<file path="src/rtl/vga_sync_decoder_if.sv">
`default_nettype none
// ============================================================================
// vga_sync_decoder_if : sync inputs and recovered timing outputs of vga_sync_decoder
// Revision 1.0
// ============================================================================
interface vga_sync_decoder_if;
   logic        hsync;
   logic        vsync;
   logic [15:0] H_address;
   logic [15:0] V_address;
   logic        locked;
   logic        video_on;
   logic        frame_start;
   logic        sync_err;
   logic [7:0]  err_count;

   modport master (
      output hsync,
      output vsync,
      input  H_address,
      input  V_address,
      input  locked,
      input  video_on,
      input  frame_start,
      input  sync_err,
      input  err_count
   );

   modport slave (
      input  hsync,
      input  vsync,
      output H_address,
      output V_address,
      output locked,
      output video_on,
      output frame_start,
      output sync_err,
      output err_count
   );
endinterface
`default_nettype wire

</file>
<file path="src/rtl/vga_sync_decoder.sv">
`default_nettype none
// ============================================================================
// vga_sync_decoder : locks to active-low VGA syncs and rebuilds H/V pixel address
// Revision 1.0
// ============================================================================
module vga_sync_decoder #(
   parameter int H_VISIBLE    = 640,
   parameter int H_TOTAL      = 800,
   parameter int H_SYNC_START = 656,
   parameter int H_SYNC_LEN   = 96,
   parameter int V_VISIBLE    = 480,
   parameter int V_TOTAL      = 525,
   parameter int V_SYNC_START = 490,
   parameter int V_SYNC_LEN   = 2,
   parameter int LOCK_LINES   = 2
) (
   input  logic              clk,
   input  logic              reset,
   vga_sync_decoder_if.slave bus
);

   localparam logic [15:0] c_h_visible  = 16'(H_VISIBLE);
   localparam logic [15:0] c_h_last     = 16'(H_TOTAL - 1);
   localparam logic [15:0] c_hs_start   = 16'(H_SYNC_START);
   localparam logic [15:0] c_hs_end     = 16'(H_SYNC_START + H_SYNC_LEN);
   localparam logic [15:0] c_v_visible  = 16'(V_VISIBLE);
   localparam logic [15:0] c_v_last     = 16'(V_TOTAL - 1);
   localparam logic [15:0] c_vs_start   = 16'(V_SYNC_START);
   localparam logic [15:0] c_vs_end     = 16'(V_SYNC_START + V_SYNC_LEN);
   localparam logic [7:0]  c_lock_lines = 8'(LOCK_LINES);

   typedef enum logic [1:0] {
      SEARCH  = 2'd0,
      H_TRACK = 2'd1,
      V_WAIT  = 2'd2,
      LOCKED  = 2'd3
   } state_t;

   state_t      state_q, state_d;
   logic [15:0] hc_q, hc_d;
   logic [15:0] vc_q, vc_d;
   logic [7:0]  lock_cnt_q, lock_cnt_d;
   logic        hs_prev_q, hs_prev_d;
   logic        vs_prev_q, vs_prev_d;
   logic [15:0] h_address_q, h_address_d;
   logic [15:0] v_address_q, v_address_d;
   logic        locked_q, locked_d;
   logic        video_on_q, video_on_d;
   logic        frame_start_q, frame_start_d;
   logic        sync_err_q, sync_err_d;
   logic [7:0]  err_count_q, err_count_d;

   logic [15:0] w_hc_cur;
   logic [15:0] w_vc_cur;
   logic        w_h_fall;
   logic        w_v_fall;
   logic        w_exp_h;
   logic        w_exp_v;
   logic        w_err;

   // hc_q/vc_q hold the position of the sample currently on hsync/vsync;
   // w_hc_cur/w_vc_cur are the same position after any re-acquisition this cycle.
   always_comb begin
      w_h_fall   = hs_prev_q & ~bus.hsync;
      w_v_fall   = vs_prev_q & ~bus.vsync;
      w_exp_h    = ~((hc_q >= c_hs_start) && (hc_q < c_hs_end));
      w_exp_v    = ~((vc_q >= c_vs_start) && (vc_q < c_vs_end));
      w_hc_cur   = hc_q;
      w_vc_cur   = vc_q;
      w_err      = 1'b0;
      state_d    = state_q;
      lock_cnt_d = lock_cnt_q;

      case (state_q)
         SEARCH: begin
            if (w_h_fall) begin
               w_hc_cur   = c_hs_start;
               lock_cnt_d = '0;
               state_d    = H_TRACK;
            end
         end
         H_TRACK: begin
            if (bus.hsync != w_exp_h) begin
               w_err   = 1'b1;
               state_d = SEARCH;
            end else if (w_h_fall && (hc_q == c_hs_start)) begin
               lock_cnt_d = lock_cnt_q + 8'd1;
               if (lock_cnt_q + 8'd1 >= c_lock_lines) begin
                  state_d = V_WAIT;
               end
            end
         end
         V_WAIT: begin
            if (bus.hsync != w_exp_h) begin
               w_err   = 1'b1;
               state_d = SEARCH;
            end else if (w_v_fall) begin
               if (hc_q != 16'd0) begin
                  w_err   = 1'b1;
                  state_d = SEARCH;
               end else begin
                  w_vc_cur = c_vs_start;
                  state_d  = LOCKED;
               end
            end
         end
         LOCKED: begin
            if ((bus.hsync != w_exp_h) || (bus.vsync != w_exp_v)) begin
               w_err   = 1'b1;
               state_d = SEARCH;
            end
         end
         default: state_d = SEARCH;
      endcase

      if (w_hc_cur == c_h_last) begin
         hc_d = '0;
         vc_d = (w_vc_cur == c_v_last) ? 16'd0 : w_vc_cur + 16'd1;
      end else begin
         hc_d = w_hc_cur + 16'd1;
         vc_d = w_vc_cur;
      end

      hs_prev_d = bus.hsync;
      vs_prev_d = bus.vsync;

      // Outputs describe this sample using the state it leaves us in, so an
      // error sample already reports locked low alongside its sync_err pulse.
      locked_d      = (state_d == LOCKED);
      h_address_d   = locked_d ? w_hc_cur : 16'd0;
      v_address_d   = locked_d ? w_vc_cur : 16'd0;
      video_on_d    = locked_d && (w_hc_cur < c_h_visible) && (w_vc_cur < c_v_visible);
      frame_start_d = locked_d && (w_hc_cur == 16'd0) && (w_vc_cur == 16'd0);
      sync_err_d    = w_err;
      err_count_d   = err_count_q;
      if (w_err && (err_count_q != 8'hFF)) begin
         err_count_d = err_count_q + 8'd1;
      end
   end

   always_ff @(posedge clk) begin
      if (reset) begin
         state_q       <= SEARCH;
         hc_q          <= '0;
         vc_q          <= '0;
         lock_cnt_q    <= '0;
         hs_prev_q     <= 1'b1;
         vs_prev_q     <= 1'b1;
         h_address_q   <= '0;
         v_address_q   <= '0;
         locked_q      <= 1'b0;
         video_on_q    <= 1'b0;
         frame_start_q <= 1'b0;
         sync_err_q    <= 1'b0;
         err_count_q   <= '0;
      end else begin
         state_q       <= state_d;
         hc_q          <= hc_d;
         vc_q          <= vc_d;
         lock_cnt_q    <= lock_cnt_d;
         hs_prev_q     <= hs_prev_d;
         vs_prev_q     <= vs_prev_d;
         h_address_q   <= h_address_d;
         v_address_q   <= v_address_d;
         locked_q      <= locked_d;
         video_on_q    <= video_on_d;
         frame_start_q <= frame_start_d;
         sync_err_q    <= sync_err_d;
         err_count_q   <= err_count_d;
      end
   end

   assign bus.H_address   = h_address_q;
   assign bus.V_address   = v_address_q;
   assign bus.locked      = locked_q;
   assign bus.video_on    = video_on_q;
   assign bus.frame_start = frame_start_q;
   assign bus.sync_err    = sync_err_q;
   assign bus.err_count   = err_count_q;

endmodule
`default_nettype wire

</file>
<file path="src/flat_wrapper.sv">
// flat-port wrapper written by rule: the top's interface ports become plain ports
module vga_sync_decoder_flat 
#(
   parameter int H_VISIBLE    = 640,
   parameter int H_TOTAL      = 800,
   parameter int H_SYNC_START = 656,
   parameter int H_SYNC_LEN   = 96,
   parameter int V_VISIBLE    = 480,
   parameter int V_TOTAL      = 525,
   parameter int V_SYNC_START = 490,
   parameter int V_SYNC_LEN   = 2,
   parameter int LOCK_LINES   = 2
)
  (clk, reset, bus_hsync, bus_vsync, bus_H_address, bus_V_address, bus_locked, bus_video_on, bus_frame_start, bus_sync_err, bus_err_count);
  vga_sync_decoder_if bus_i ();
  input  logic clk;
  input  logic reset;
  input wire logic [$bits(bus_i.hsync)-1:0] bus_hsync;
  input wire logic [$bits(bus_i.vsync)-1:0] bus_vsync;
  output wire logic [$bits(bus_i.H_address)-1:0] bus_H_address;
  output wire logic [$bits(bus_i.V_address)-1:0] bus_V_address;
  output wire logic [$bits(bus_i.locked)-1:0] bus_locked;
  output wire logic [$bits(bus_i.video_on)-1:0] bus_video_on;
  output wire logic [$bits(bus_i.frame_start)-1:0] bus_frame_start;
  output wire logic [$bits(bus_i.sync_err)-1:0] bus_sync_err;
  output wire logic [$bits(bus_i.err_count)-1:0] bus_err_count;
  assign bus_i.hsync = bus_hsync;
  assign bus_i.vsync = bus_vsync;
  assign bus_H_address = bus_i.H_address;
  assign bus_V_address = bus_i.V_address;
  assign bus_locked = bus_i.locked;
  assign bus_video_on = bus_i.video_on;
  assign bus_frame_start = bus_i.frame_start;
  assign bus_sync_err = bus_i.sync_err;
  assign bus_err_count = bus_i.err_count;
  vga_sync_decoder #(.H_VISIBLE(H_VISIBLE), .H_TOTAL(H_TOTAL), .H_SYNC_START(H_SYNC_START), .H_SYNC_LEN(H_SYNC_LEN), .V_VISIBLE(V_VISIBLE), .V_TOTAL(V_TOTAL), .V_SYNC_START(V_SYNC_START), .V_SYNC_LEN(V_SYNC_LEN), .LOCK_LINES(LOCK_LINES)) u_core (.clk(clk), .reset(reset), .bus(bus_i));
endmodule
</file>
<file path="config.mk">
export PLATFORM = sky130hd
export DESIGN_NAME = vga_sync_decoder_flat
export DESIGN_NICKNAME = d
export VERILOG_FILES = /design/src/rtl/vga_sync_decoder_if.sv /design/src/rtl/vga_sync_decoder.sv /design/src/flat_wrapper.sv
export SDC_FILE = /design/constraint.sdc
export NUM_CORES = 1
export LEC_CHECK = 0
export ABC_AREA = 1
export CORE_ASPECT_RATIO = 0.9
export CORE_MARGIN = 2
export CORE_UTILIZATION = 62
export CTS_BUF_LIST = sky130_fd_sc_hd__clkbuf_8
export CTS_CLUSTER_DIAMETER = 100
export DETAILED_ROUTE_END_ITERATION = 8
export PLACE_DENSITY = 0.85
export RECOVER_POWER = 100
export SKIP_LAST_GASP = 1
export SYNTH_ARGS = -nofsm -noshare
export SYNTH_HDL_FRONTEND = slang
export SYNTH_SLANG_ARGS = --single-unit
</file>
<file path="constraint.sdc">
create_clock -name clk -period 3.88 [get_ports clk]
set_input_delay 0.97 -clock clk [delete_from_list [all_inputs] [get_ports clk]]
set_output_delay 0.97 -clock clk [all_outputs]
set_load 0.02 [all_outputs]
</file>
==> reports/qor.yml, run 1 <==
status:
  status: "complete, no violations"
power_and_ir_drop:
  power.leakage_uw: 0.00217
  powerDensity_nw_per_um2: 362
  power_uw: 1790
  ir_worst_vdd_uv: 256
sta:
  slew-limit-headroom_pct: 33.1
  min_period_ns: 3.43
  setup_viol_count_final: 0
  tns_ns: 0
  max_freq_mhz: 292
  clock_skew_ns: 0.00839
  slew_violations: 0
  worst_pin_slew_ns: 1.00
  rsz0062_at_grt: "false"
  hold_viol_final: 0
  finalCritPeriodShare_pct: 88.3
finish:
  syn2layout_area_growth_pct: 18.1
  nets: 646
  layout.cell_area.non_filler_um2: 4950
  diodes: 0
  fin_cells: 729
  utilization_pct: 75.5
  drive_above_1_share_pct: 7.67
cts:
  cts-root-buf: "clkbuf_8"
  path_clk_slew_ns: 0.08
  cts-resized-gates: 0
  cts_buffer_depth: 2
  post_cts_buffers: 0
  postCtsHoldBufs: 0
  cts-buffers-inserted: 9
  cts_tree: "yes"
  cts.sinks: 88
  cts_htree_levels: 3
  clock_latency_ns: 0.36
worst_setup_path:
  cp-start-kind: "input pin"
  worstPathRequired_ns: 4.10
  slowest_stage: "dlygate4sd3_1"
  endpoint_kind: "flop"
  worstPathCellList: "dlygate4sd3_1 > inv_1 > nand2_1 > nor2_2 > nor2_1 > ha_1 > nand4_1 > nor2_1 > nand3_2 > nor2_2 > nand3_1 > nor2_4 > nand2_2 > xor2_1 > nor2_1"
  max_stage_delay_ns: 0.57
  cp_data_arrival_time_ns: 3.64
  path_common_cell: "nor2_1"
  criticalPathCategory: "input pin to flop"
  cp_max_fo: 8
route:
  wire_per_inst_um: 13.3
  ant_nets: 0
  dr.first_iter.drc_count: 427
  dr.pass1.iters: 6
  vias: 3953
  via_per_inst: 5.42
  wl_um: 9730
  drc: 0
global_route:
  grt_max_degree: 31
  grt_overflow_total: 0
  first_global_vias: 3572
  grt_antenna_before_repair: 0
  track_usage_pct: 26.9
  grt_pass1_wl_um: 16100
yosys:
  ys_types: 35
  ys.flop_type: "dfxtp_1"
  synthCells: 584
  synth_nets: 595
  avgSynthCellArea_um2: 7.17
  synth-seq-cells: 88
  synth_edf_count: 0
  ys_seq_area_share_pct: 42.1
  yosysWarnings: 0
  synth_area_um2: 4190
  synthArstFlopShare_pct: 0
die:
  ioPinCount: 48
  die_y_um: 82.0
  core_um2: 6550
  die_w_um: 90.6
  dieArea_um2: 7430
  rows: 28
  initial_core_util_pct: 63.9
placed_design:
  dp_hpwl_um: 7110
  placed_area_um2: 4740
  io_buffers: 47
  placedCellCount: 714
  place_congestion: 0.962
min_path:
  hp-class: "flop to flop"
job:
  drv_cap: 0
## metrics by stage
step / setup slack, ns / hold WS, ns
detailed placement: 0.350 / 0.490
global placement: 0.460 / 0.480
CTS: 0.702 / 0.501
floorplan: 1.22 / 0.467
global route: 0.233 / 0.532
finish: 0.455 / 0.497
## synth_stat cells, drive strengths merged, types with 2 or more instances
cell / instances / area (um2)
nand4: 19 / 125
a21oi: 32 / 160
xor2: 14 / 123
nand3: 45 / 263
nor2: 125 / 522
o211a: 3 / 30.0
a31oi: 2 / 12.5
nand3b: 2 / 15.0
nor4: 4 / 25.0
clkbuf: 5 / 18.8
nand2: 114 / 455
a211oi: 2 / 15.0
inv: 78 / 293
o21ai: 16 / 80.1
or2: 2 / 12.5
xnor2: 6 / 52.6
dfxtp: 88 / 1760
ha: 7 / 87.6
buf: 7 / 47.5
nor3: 9 / 55.1
## critical path, delay by kind of cell
kind          cells  cell delay (ns)
buf+inv           2             0.68
simple gates     11             1.65
fa+ha+maj         1             0.20
xor+xnor          1             0.16
## sequential cells by signal, indices dropped and copies added (netlist names)
signal and cells:
u_core.state_q 2, u_core.lock_cnt_q 8, u_core.bus.sync_err 1, u_core.vc_q 16, u_core.bus.err_count 8, u_core.bus.H_address 16
u_core.hs_prev_q 1, u_core.bus.frame_start 1, u_core.vs_prev_q 1, u_core.bus.video_on 1, u_core.bus.V_address 16, u_core.bus.locked 1
u_core.hc_q 16
## report_power, final
group          leakage (uW)  switching, uW  internal [uW]
registers          0.000712           15.3            917
clock network      0.000119            316            423
logic               0.00134           81.2           39.2
total               0.00217            413           1380
## worst paths after layout
check                   from                  endpoint  slack, ns  depth (start not counted)
min          u_core.vc_q[15]  u_core.bus.V_address[15]       0.50                          2
max                bus_hsync            u_core.vc_q[8]       0.45                         15
max reg2reg  u_core.hc_q[11]            u_core.vc_q[8]       1.23                         15
min reg2reg  u_core.vc_q[15]  u_core.bus.V_address[15]       0.50                          2
## per-layer routing
layer / GRT usage (%) / share of wire [%]
met1: 35.1 / 45
met4: 10.2 / 1.9
met2: 45.1 / 47
met5: 0 / 0
met3: 4.77 / 6.1
## logic make-up (layout without fill, tap and decap cells)
family	Yosys count	in the layout	synth area share (%)
compound gates	57	57	7.56
fa+ha+maj	7	7	2.09
flops	88	88	42.1
simple gates	322	322	35.5
xor+xnor	20	20	4.18
buf+inv	90	145	8.58
## area by class of cell
cell class | count | area (um2)
timing repair buffer | 52 | 502
clock inverter | 6 | 109
clock buffer | 9 | 124
inverter | 78 | 293
fill | 517 | 1610
tap | 90 | 113
multi-input combinational | 406 | 2040
sequential | 88 | 1760
## layout by cell type (no fill, tap or decap), drive strengths merged, types with 2 or more instances in the layout
| cell | count |
|---|---|
| inv | 78 |
| o21ai | 16 |
| dfxtp | 88 |
| nand2 | 114 |
| nor2 | 125 |
| dlygate4sd3 | 46 |
| xnor2 | 6 |
| a211oi | 2 |
| o211a | 3 |
| nand3b | 2 |
| ha | 7 |
| clkbuf | 11 |
| nand4 | 19 |
| clkinv | 3 |
| or2 | 2 |
| buf | 3 |
| xor2 | 14 |
| a31oi | 2 |
| bufinv | 3 |
| nor3 | 9 |
| a21oi | 32 |
| nor4 | 4 |
| nand3 | 45 |
Power figures use the tool's default switching activity.
==> run 2: changes to the inputs <==
--- a/config.mk
+++ b/config.mk
@@ -6,6 +6,7 @@
 export NUM_CORES = 1
 export LEC_CHECK = 0
 export ABC_AREA = 1
+export ABC_CLOCK_PERIOD_IN_PS = 3880
 export CORE_ASPECT_RATIO = 0.9
 export CORE_MARGIN = 2
 export CORE_UTILIZATION = 62
@@ -14,6 +15,7 @@
 export DETAILED_ROUTE_END_ITERATION = 8
 export PLACE_DENSITY = 0.85
 export RECOVER_POWER = 100
+export SETUP_SLACK_MARGIN = 0.1
 export SKIP_LAST_GASP = 1
 export SYNTH_ARGS = -nofsm -noshare
 export SYNTH_HDL_FRONTEND = slang
==> results of run 2 <==
No change in the layout: final DEF, timing and power equal those of run 1.
